[config.mk]
export PLATFORM = sky130hd
export DESIGN_NAME = button_debounce_multi_flat
export DESIGN_NICKNAME = d
export VERILOG_FILES = /design/src/rtl/button_debounce_multi_pkg.sv /design/src/rtl/button_debounce_multi_if.sv /design/src/rtl/button_debounce_multi_channel.sv /design/src/rtl/button_debounce_multi.sv /design/src/flat_wrapper.sv
export SDC_FILE = /design/constraint.sdc
export NUM_CORES = 1
export LEC_CHECK = 0
export ABC_AREA = 1
export ABC_CLOCK_PERIOD_IN_PS = 1450
export BUFFER_PORTS_ARGS = -buffer_cell sky130_fd_sc_hd__buf_2
export CORE_MARGIN = 2
export CORE_UTILIZATION = 55
export CTS_BUF_LIST = sky130_fd_sc_hd__clkbuf_4 sky130_fd_sc_hd__clkbuf_8 sky130_fd_sc_hd__clkbuf_16
export DETAILED_ROUTE_END_ITERATION = 16
export PLACE_DENSITY = 0.72
export SYNTH_ARGS = -nofsm -noshare
export SYNTH_HDL_FRONTEND = slang
export SYNTH_SLANG_ARGS = --single-unit
[constraint.sdc]
create_clock -name hwclk -period 1.45 [get_ports hwclk]
set_clock_uncertainty 0.05 [all_clocks]
set_input_delay 0.145 -clock hwclk [delete_from_list [all_inputs] [get_ports hwclk]]
set_output_delay 0.145 -clock hwclk [all_outputs]
set_load 0.01 [all_outputs]
[src/rtl/button_debounce_multi_pkg.sv]
// Shared timing defaults (12 MHz hwclk) and the auto-repeat state encoding
// for the multi-channel button debouncer.
package btn_pkg;

   localparam int DEB_10MS   = 120000;
   localparam int HOLD_500MS = 6000000;
   localparam int REP_100MS  = 1200000;

   typedef enum logic [1:0] {
      RELEASED = 2'd0,
      HOLD     = 2'd1,
      REPEAT   = 2'd2
   } rpt_state_t;

   // Counter width able to hold 0..n-1, never narrower than one bit.
   function automatic int cnt_w(input int n);
      return (n <= 2) ? 1 : $clog2(n);
   endfunction

endpackage

[src/rtl/button_debounce_multi_if.sv]
// Button bundle between the pad ring (master side drives btn_raw) and the
// debouncer (slave side returns the filtered level and event strobes).
interface button_debounce_multi_if #(
   parameter int NUM_CH = 4
) ();

   logic [NUM_CH-1:0] btn_raw;
   logic [NUM_CH-1:0] btn_level;
   logic [NUM_CH-1:0] btn_press;
   logic [NUM_CH-1:0] btn_release;
   logic [NUM_CH-1:0] btn_repeat;
   logic [NUM_CH-1:0] btn_toggle;

   modport master (
      output btn_raw,
      input  btn_level, btn_press, btn_release, btn_repeat, btn_toggle
   );

   modport slave (
      input  btn_raw,
      output btn_level, btn_press, btn_release, btn_repeat, btn_toggle
   );

endinterface

[src/rtl/button_debounce_multi_channel.sv]
// One button: 2-FF synchroniser, symmetric stable-time filter, press/release
// strobes, toggle latch and optional auto-repeat.
//
//   state    | meaning
//   RELEASED | button not accepted as pressed, no repeat timing
//   HOLD     | pressed, timing the initial hold delay
//   REPEAT   | pressed past the hold delay, timing repeat intervals
module debounce_channel
   import btn_pkg::*;
#(
   parameter int ACTIVE_LOW      = 1,
   parameter int DEBOUNCE_CYCLES = DEB_10MS,
   parameter int REPEAT_EN       = 0,
   parameter int HOLD_CYCLES     = HOLD_500MS,
   parameter int REPEAT_CYCLES   = REP_100MS
) (
   input  logic hwclk,
   input  logic rst_n,
   input  logic raw,
   output logic level,
   output logic press_stb,
   output logic release_stb,
   output logic repeat_stb,
   output logic toggle
);

   localparam int             MW       = cnt_w(DEBOUNCE_CYCLES);
   localparam logic [MW-1:0]  M_TC     = MW'(DEBOUNCE_CYCLES - 1);
   localparam logic           IDLE_LVL = (ACTIVE_LOW != 0);

   logic [1:0]    sync;
   logic          p_sync;
   logic [MW-1:0] mis;
   logic          accept;

   // Sync chain resets to the released pad level so reset release is silent.
   always_ff @(posedge hwclk or negedge rst_n) begin
      if (!rst_n) sync <= {2{IDLE_LVL}};
      else        sync <= {sync[0], raw};
   end

   assign p_sync = sync[1] ^ IDLE_LVL;
   assign accept = (p_sync != level) && (mis == M_TC);

   always_ff @(posedge hwclk or negedge rst_n) begin
      if (!rst_n) begin
         level       <= 1'b0;
         mis         <= '0;
         press_stb   <= 1'b0;
         release_stb <= 1'b0;
         toggle      <= 1'b0;
      end else begin
         press_stb   <= 1'b0;
         release_stb <= 1'b0;
         if (p_sync == level) begin
            mis <= '0;
         end else if (accept) begin
            level       <= p_sync;
            mis         <= '0;
            press_stb   <= p_sync;
            release_stb <= ~p_sync;
            toggle      <= toggle ^ p_sync;
         end else begin
            mis <= mis + MW'(1);
         end
      end
   end

   if (REPEAT_EN != 0) begin : g_rpt
      localparam int            RMAX = (HOLD_CYCLES > REPEAT_CYCLES) ? HOLD_CYCLES : REPEAT_CYCLES;
      localparam int            RW   = cnt_w(RMAX);
      localparam logic [RW-1:0] H_TC = RW'(HOLD_CYCLES - 1);
      localparam logic [RW-1:0] R_TC = RW'(REPEAT_CYCLES - 1);

      rpt_state_t    state;
      logic [RW-1:0] r;
      logic          rpt;

      // An accepted release beats a repeat falling due in the same cycle.
      always_ff @(posedge hwclk or negedge rst_n) begin
         if (!rst_n) begin
            state <= RELEASED;
            r     <= '0;
            rpt   <= 1'b0;
         end else begin
            rpt <= 1'b0;
            case (state)
               RELEASED: begin
                  if (accept && p_sync) begin
                     state <= HOLD;
                     r     <= '0;
                  end
               end
               HOLD: begin
                  if (accept && !p_sync) begin
                     state <= RELEASED;
                     r     <= '0;
                  end else if (r == H_TC) begin
                     state <= REPEAT;
                     r     <= '0;
                     rpt   <= 1'b1;
                  end else begin
                     r <= r + RW'(1);
                  end
               end
               REPEAT: begin
                  if (accept && !p_sync) begin
                     state <= RELEASED;
                     r     <= '0;
                  end else if (r == R_TC) begin
                     r   <= '0;
                     rpt <= 1'b1;
                  end else begin
                     r <= r + RW'(1);
                  end
               end
               default: begin
                  state <= RELEASED;
                  r     <= '0;
               end
            endcase
         end
      end

      assign repeat_stb = rpt;
   end else begin : g_no_rpt
      assign repeat_stb = 1'b0;
   end

endmodule

[src/rtl/button_debounce_multi.sv]
// N independent debounce channels between the pull-up pads and the
// application logic.
module button_debounce_multi
   import btn_pkg::*;
#(
   parameter int NUM_CH          = 4,
   parameter int ACTIVE_LOW      = 1,
   parameter int DEBOUNCE_CYCLES = DEB_10MS,
   parameter int REPEAT_EN       = 0,
   parameter int HOLD_CYCLES     = HOLD_500MS,
   parameter int REPEAT_CYCLES   = REP_100MS
) (
   input logic                      hwclk,
   input logic                      rst_n,
   button_debounce_multi_if.slave   bus
);

   for (genvar i = 0; i < NUM_CH; i++) begin : g_ch
      debounce_channel #(
         .ACTIVE_LOW      (ACTIVE_LOW),
         .DEBOUNCE_CYCLES (DEBOUNCE_CYCLES),
         .REPEAT_EN       (REPEAT_EN),
         .HOLD_CYCLES     (HOLD_CYCLES),
         .REPEAT_CYCLES   (REPEAT_CYCLES)
      ) u_ch (
         .hwclk       (hwclk),
         .rst_n       (rst_n),
         .raw         (bus.btn_raw[i]),
         .level       (bus.btn_level[i]),
         .press_stb   (bus.btn_press[i]),
         .release_stb (bus.btn_release[i]),
         .repeat_stb  (bus.btn_repeat[i]),
         .toggle      (bus.btn_toggle[i])
      );
   end

endmodule
[src/flat_wrapper.sv]
// flat-port wrapper written by rule: the top's interface ports become plain ports
module button_debounce_multi_flat import btn_pkg::*;
#(
   parameter int NUM_CH          = 4,
   parameter int ACTIVE_LOW      = 1,
   parameter int DEBOUNCE_CYCLES = DEB_10MS,
   parameter int REPEAT_EN       = 0,
   parameter int HOLD_CYCLES     = HOLD_500MS,
   parameter int REPEAT_CYCLES   = REP_100MS
)
  (hwclk, rst_n, bus_btn_raw, bus_btn_level, bus_btn_press, bus_btn_release, bus_btn_repeat, bus_btn_toggle);
  button_debounce_multi_if #(.NUM_CH(NUM_CH)) bus_i ();
  input logic hwclk;
  input logic rst_n;
  input wire logic [$bits(bus_i.btn_raw)-1:0] bus_btn_raw;
  output wire logic [$bits(bus_i.btn_level)-1:0] bus_btn_level;
  output wire logic [$bits(bus_i.btn_press)-1:0] bus_btn_press;
  output wire logic [$bits(bus_i.btn_release)-1:0] bus_btn_release;
  output wire logic [$bits(bus_i.btn_repeat)-1:0] bus_btn_repeat;
  output wire logic [$bits(bus_i.btn_toggle)-1:0] bus_btn_toggle;
  assign bus_i.btn_raw = bus_btn_raw;
  assign bus_btn_level = bus_i.btn_level;
  assign bus_btn_press = bus_i.btn_press;
  assign bus_btn_release = bus_i.btn_release;
  assign bus_btn_repeat = bus_i.btn_repeat;
  assign bus_btn_toggle = bus_i.btn_toggle;
  button_debounce_multi #(.NUM_CH(NUM_CH), .ACTIVE_LOW(ACTIVE_LOW), .DEBOUNCE_CYCLES(DEBOUNCE_CYCLES), .REPEAT_EN(REPEAT_EN), .HOLD_CYCLES(HOLD_CYCLES), .REPEAT_CYCLES(REPEAT_CYCLES)) u_core (.hwclk(hwclk), .rst_n(rst_n), .bus(bus_i));
endmodule
==> results.cfg <==
[routing]
routed_wl_um = 9670
via_count = 4042
first_pass_iters = 4
ant_nets = 0
dr_wl_met3_um = 311
post_drt_wl_per_cell_um = 12.1
wl_met1_um = 4530
drtIter0Drc = 157
drc = 0
viasPerCell = 5.05
wl_met2_um = 4700
highest_layer = met4

[final_layout]
fin_util = 0.651
multi_input_area_um2 = 2220
antenna_cells = 0
drive_above_1_share = 0.192
fill_cells = 720
regArea_um2 = 2320
nNetsFinal = 697
area_delta_synth_final_pct = 16.5
layoutNonFillerInstCount = 800

[logic_synthesis]
ys_types = 26
yosysWarnings = 0
syn_inst = 628
syn_avg_cell_area_um2 = 7.69
synthesis.area_um2 = 4830
ys_seq_area_frac = 0.479
yosys_register_bits = 92

[placement]
place_congestion = 0.974
place_hpwl_um = 6890
pre_cts_ws_ns = -0.0264
dpl.cell_count = 765
port_buffers = 21

[floorplan]
die_h_um = 97.7
start_util = 0.559
die_w_um = 97.7
io_pins = 26
fp.dieArea_um2 = 9540
core-area_um2 = 8640
rows = 34

[power]
power.density_nw_per_um2 = 795
p_leak_nw = 2.49
power_w = 0.00447
vdd_drop_max_mv = 0.563

[worst_setup_path]
setup.worst_path.start = u_core.g_ch[0].u_ch.mis[0]
worstRegToRegCells = 9
cp_data_arrival_time_ns = 1.59
rrSetupSlack_ns = 0.04
cp-start-kind = flop
crit_end = u_core.g_ch[0].u_ch.mis[6]
end_kind = flop
rr_endpoint = u_core.g_ch[0].u_ch.mis[6]
cp.required_ns = 1.64
worst-path-max-fanout = 11
critical_path_class = reg -> reg
r2r_start = u_core.g_ch[0].u_ch.mis[0]

[sta]
finalCritPeriodShare = 0.970
min_period_ns = 1.41
hold_viol = 0
fin_hold_ws_ns = 0.201
drv_slew = 0
max_freq_ghz = 0.711
setup_ws_ns = 0.0432
rsz0062_at_grt = true
setup_violations = 0

[flow_run]
maxCapViolCount = 0

[grt]
grt.overflow.total = 0
grt_pass1_wl_um = 16300
antenna_found_initial = 0
grt_max_degree = 30
grt_pass1_vias = 3801
grt_usage = 0.206

[clock_network]
cts_buffer_depth = 2
cts_sinks = 92
clkLatencyLatePin_ns = 0.35
cts-root-buf = clkbuf_8
path_clk_slew_ns = 0.09
cts_buffers = 9
cts_htree_levels = 3
cts_tree = built

[outcome]
status = finished, final reports clean

[min_path]
hp-class = in -> async
layer usage:
layer | track usage | vias up
met1 | 0.275 | 1892
met4 | 0.0769 | 0
met3 | 0.0403 | 13
met5 | 0 | -
li1 | - | 2058
met2 | 0.334 | 79
repair_timing:
item | CTS | global route
gates resized for setup | 6 | 38
setup buffers | 2 | 12
hold buffers | 5 | 0
endpoints found under the setup margin | 21 | 50
endpoints found under the hold margin | 61 | 0
pin swaps | 0 | 7
metrics by stage:
| stage | instance area (um^2) | setup TNS [ns] |
|---|---|---|
| global placement | 5150 | 0 |
| detailed placement | 5150 | -0.200 |
| finish | 5620 | 0 |
| CTS | 5400 | 0 |
| global route | 5620 | -0.643 |
| floorplan | 4840 | 0 |
cell usage after synthesis:
cell type    n  area (um^2)
nand2_1    166          623
nor2_1     141          529
dfrtp_1     84         2100
inv_1       62          233
nand3_1     32          160
nand4_1     23          144
buf_4       21          158
xor2_1      16          140
a21oi_1     10         50.1
nor3_1      10         50.1
xnor2_1     10         87.6
dfstp_2      8          210
o21bai_1     7         52.6
nand3b_1     6         45.0
o21ai_0      6         30.0
ha_1         4         50.1
nor2_2       4         25.0
nand2_2      3         18.8
nand3_2      3         30.0
and2_1       2         12.5
buf_6        2         22.5
inv_2        2         7.51
nor2_4       2         22.5
o21a_1       2         15.0
conb_1       1         3.75
o21ai_1      1         5.00
worst min path at each step:
stage | start | endpoint | slack (ns) | depth (start not counted)
2_1_floorplan | rst_n | u_core.g_ch[0].u_ch.level | -0.20 | 0
3_3_place_gp | rst_n | u_core.g_ch[0].u_ch.mis[9] | 0.05 | 1
3_5_place_dp | rst_n | u_core.g_ch[0].u_ch.mis[9] | 0.05 | 1
4_1_cts | rst_n | u_core.g_ch[0].u_ch.mis[9] | 0.21 | 2
5_1_grt | rst_n | u_core.g_ch[0].u_ch.level | 0.22 | 2
6_report | rst_n | u_core.g_ch[0].u_ch.level | 0.20 | 2
kinds of logic after synthesis:
family,count (synthesis),synth area share
compound gates,26,0.0316
xor+xnor,26,0.0472
fa+ha+maj,4,0.0104
buf+inv,87,0.0871
flops,92,0.479
other cells,1,0.000777
simple gates,392,0.344
critical path, stage by stage (launching register included):
cell and delay, ns:
dfrtp_1 0.37, ha_2 0.19, nand3_2 0.09, inv_2 0.10, nand2_2 0.06, nor2_2 0.10
nand2_1 0.07, nand2_2 0.09, buf_12 0.13, nor2_1 0.04
placed cells by master (no fill, tap or decap), types with 5 or more instances in the layout:
master,instances
nand2_1,160
nand4_1,23
nand2_2,8
nand3b_1,6
inv_1,58
clkbuf_8,10
xnor2_1,10
a21oi_1,10
dfstp_2,8
nor2_2,13
nor3_1,10
o21bai_1,7
nand3_1,29
dfrtp_1,79
o21ai_0,6
dfrtp_2,5
dlygate4sd3_1,5
buf_2,20
clkinvlp_4,5
buf_4,36
nor2_1,131
xor2_1,16
layout make-up:
cell class,count,share of cell area
Clock inverter,5,0.00668
Sequential cell,92,0.412
Inverter,64,0.0436
Multi-Input combinational cell,452,0.394
Timing Repair Buffer,68,0.0935
Clock buffer,11,0.0258
Tap cell,108,0.0240
report_power, final:
part	internal (W)	leakage, nW	switching, W
clock	0.000689	0.0772	0.000889
sequential	0.00261	1.24	0.0000343
combinational	0.000104	1.17	0.000141
total	0.00340	2.49	0.00106
flip-flops by register name, indices dropped and copies added, names as in the netlist:
register,count
u_core.g_ch.u_ch.mis,68
u_core.g_ch.u_ch.sync,8
u_core.g_ch.u_ch.level,4
u_core.g_ch.u_ch.press_stb,4
u_core.g_ch.u_ch.release_stb,4
u_core.g_ch.u_ch.toggle,4
No activity file was read; power rests on OpenSTA's default activity.
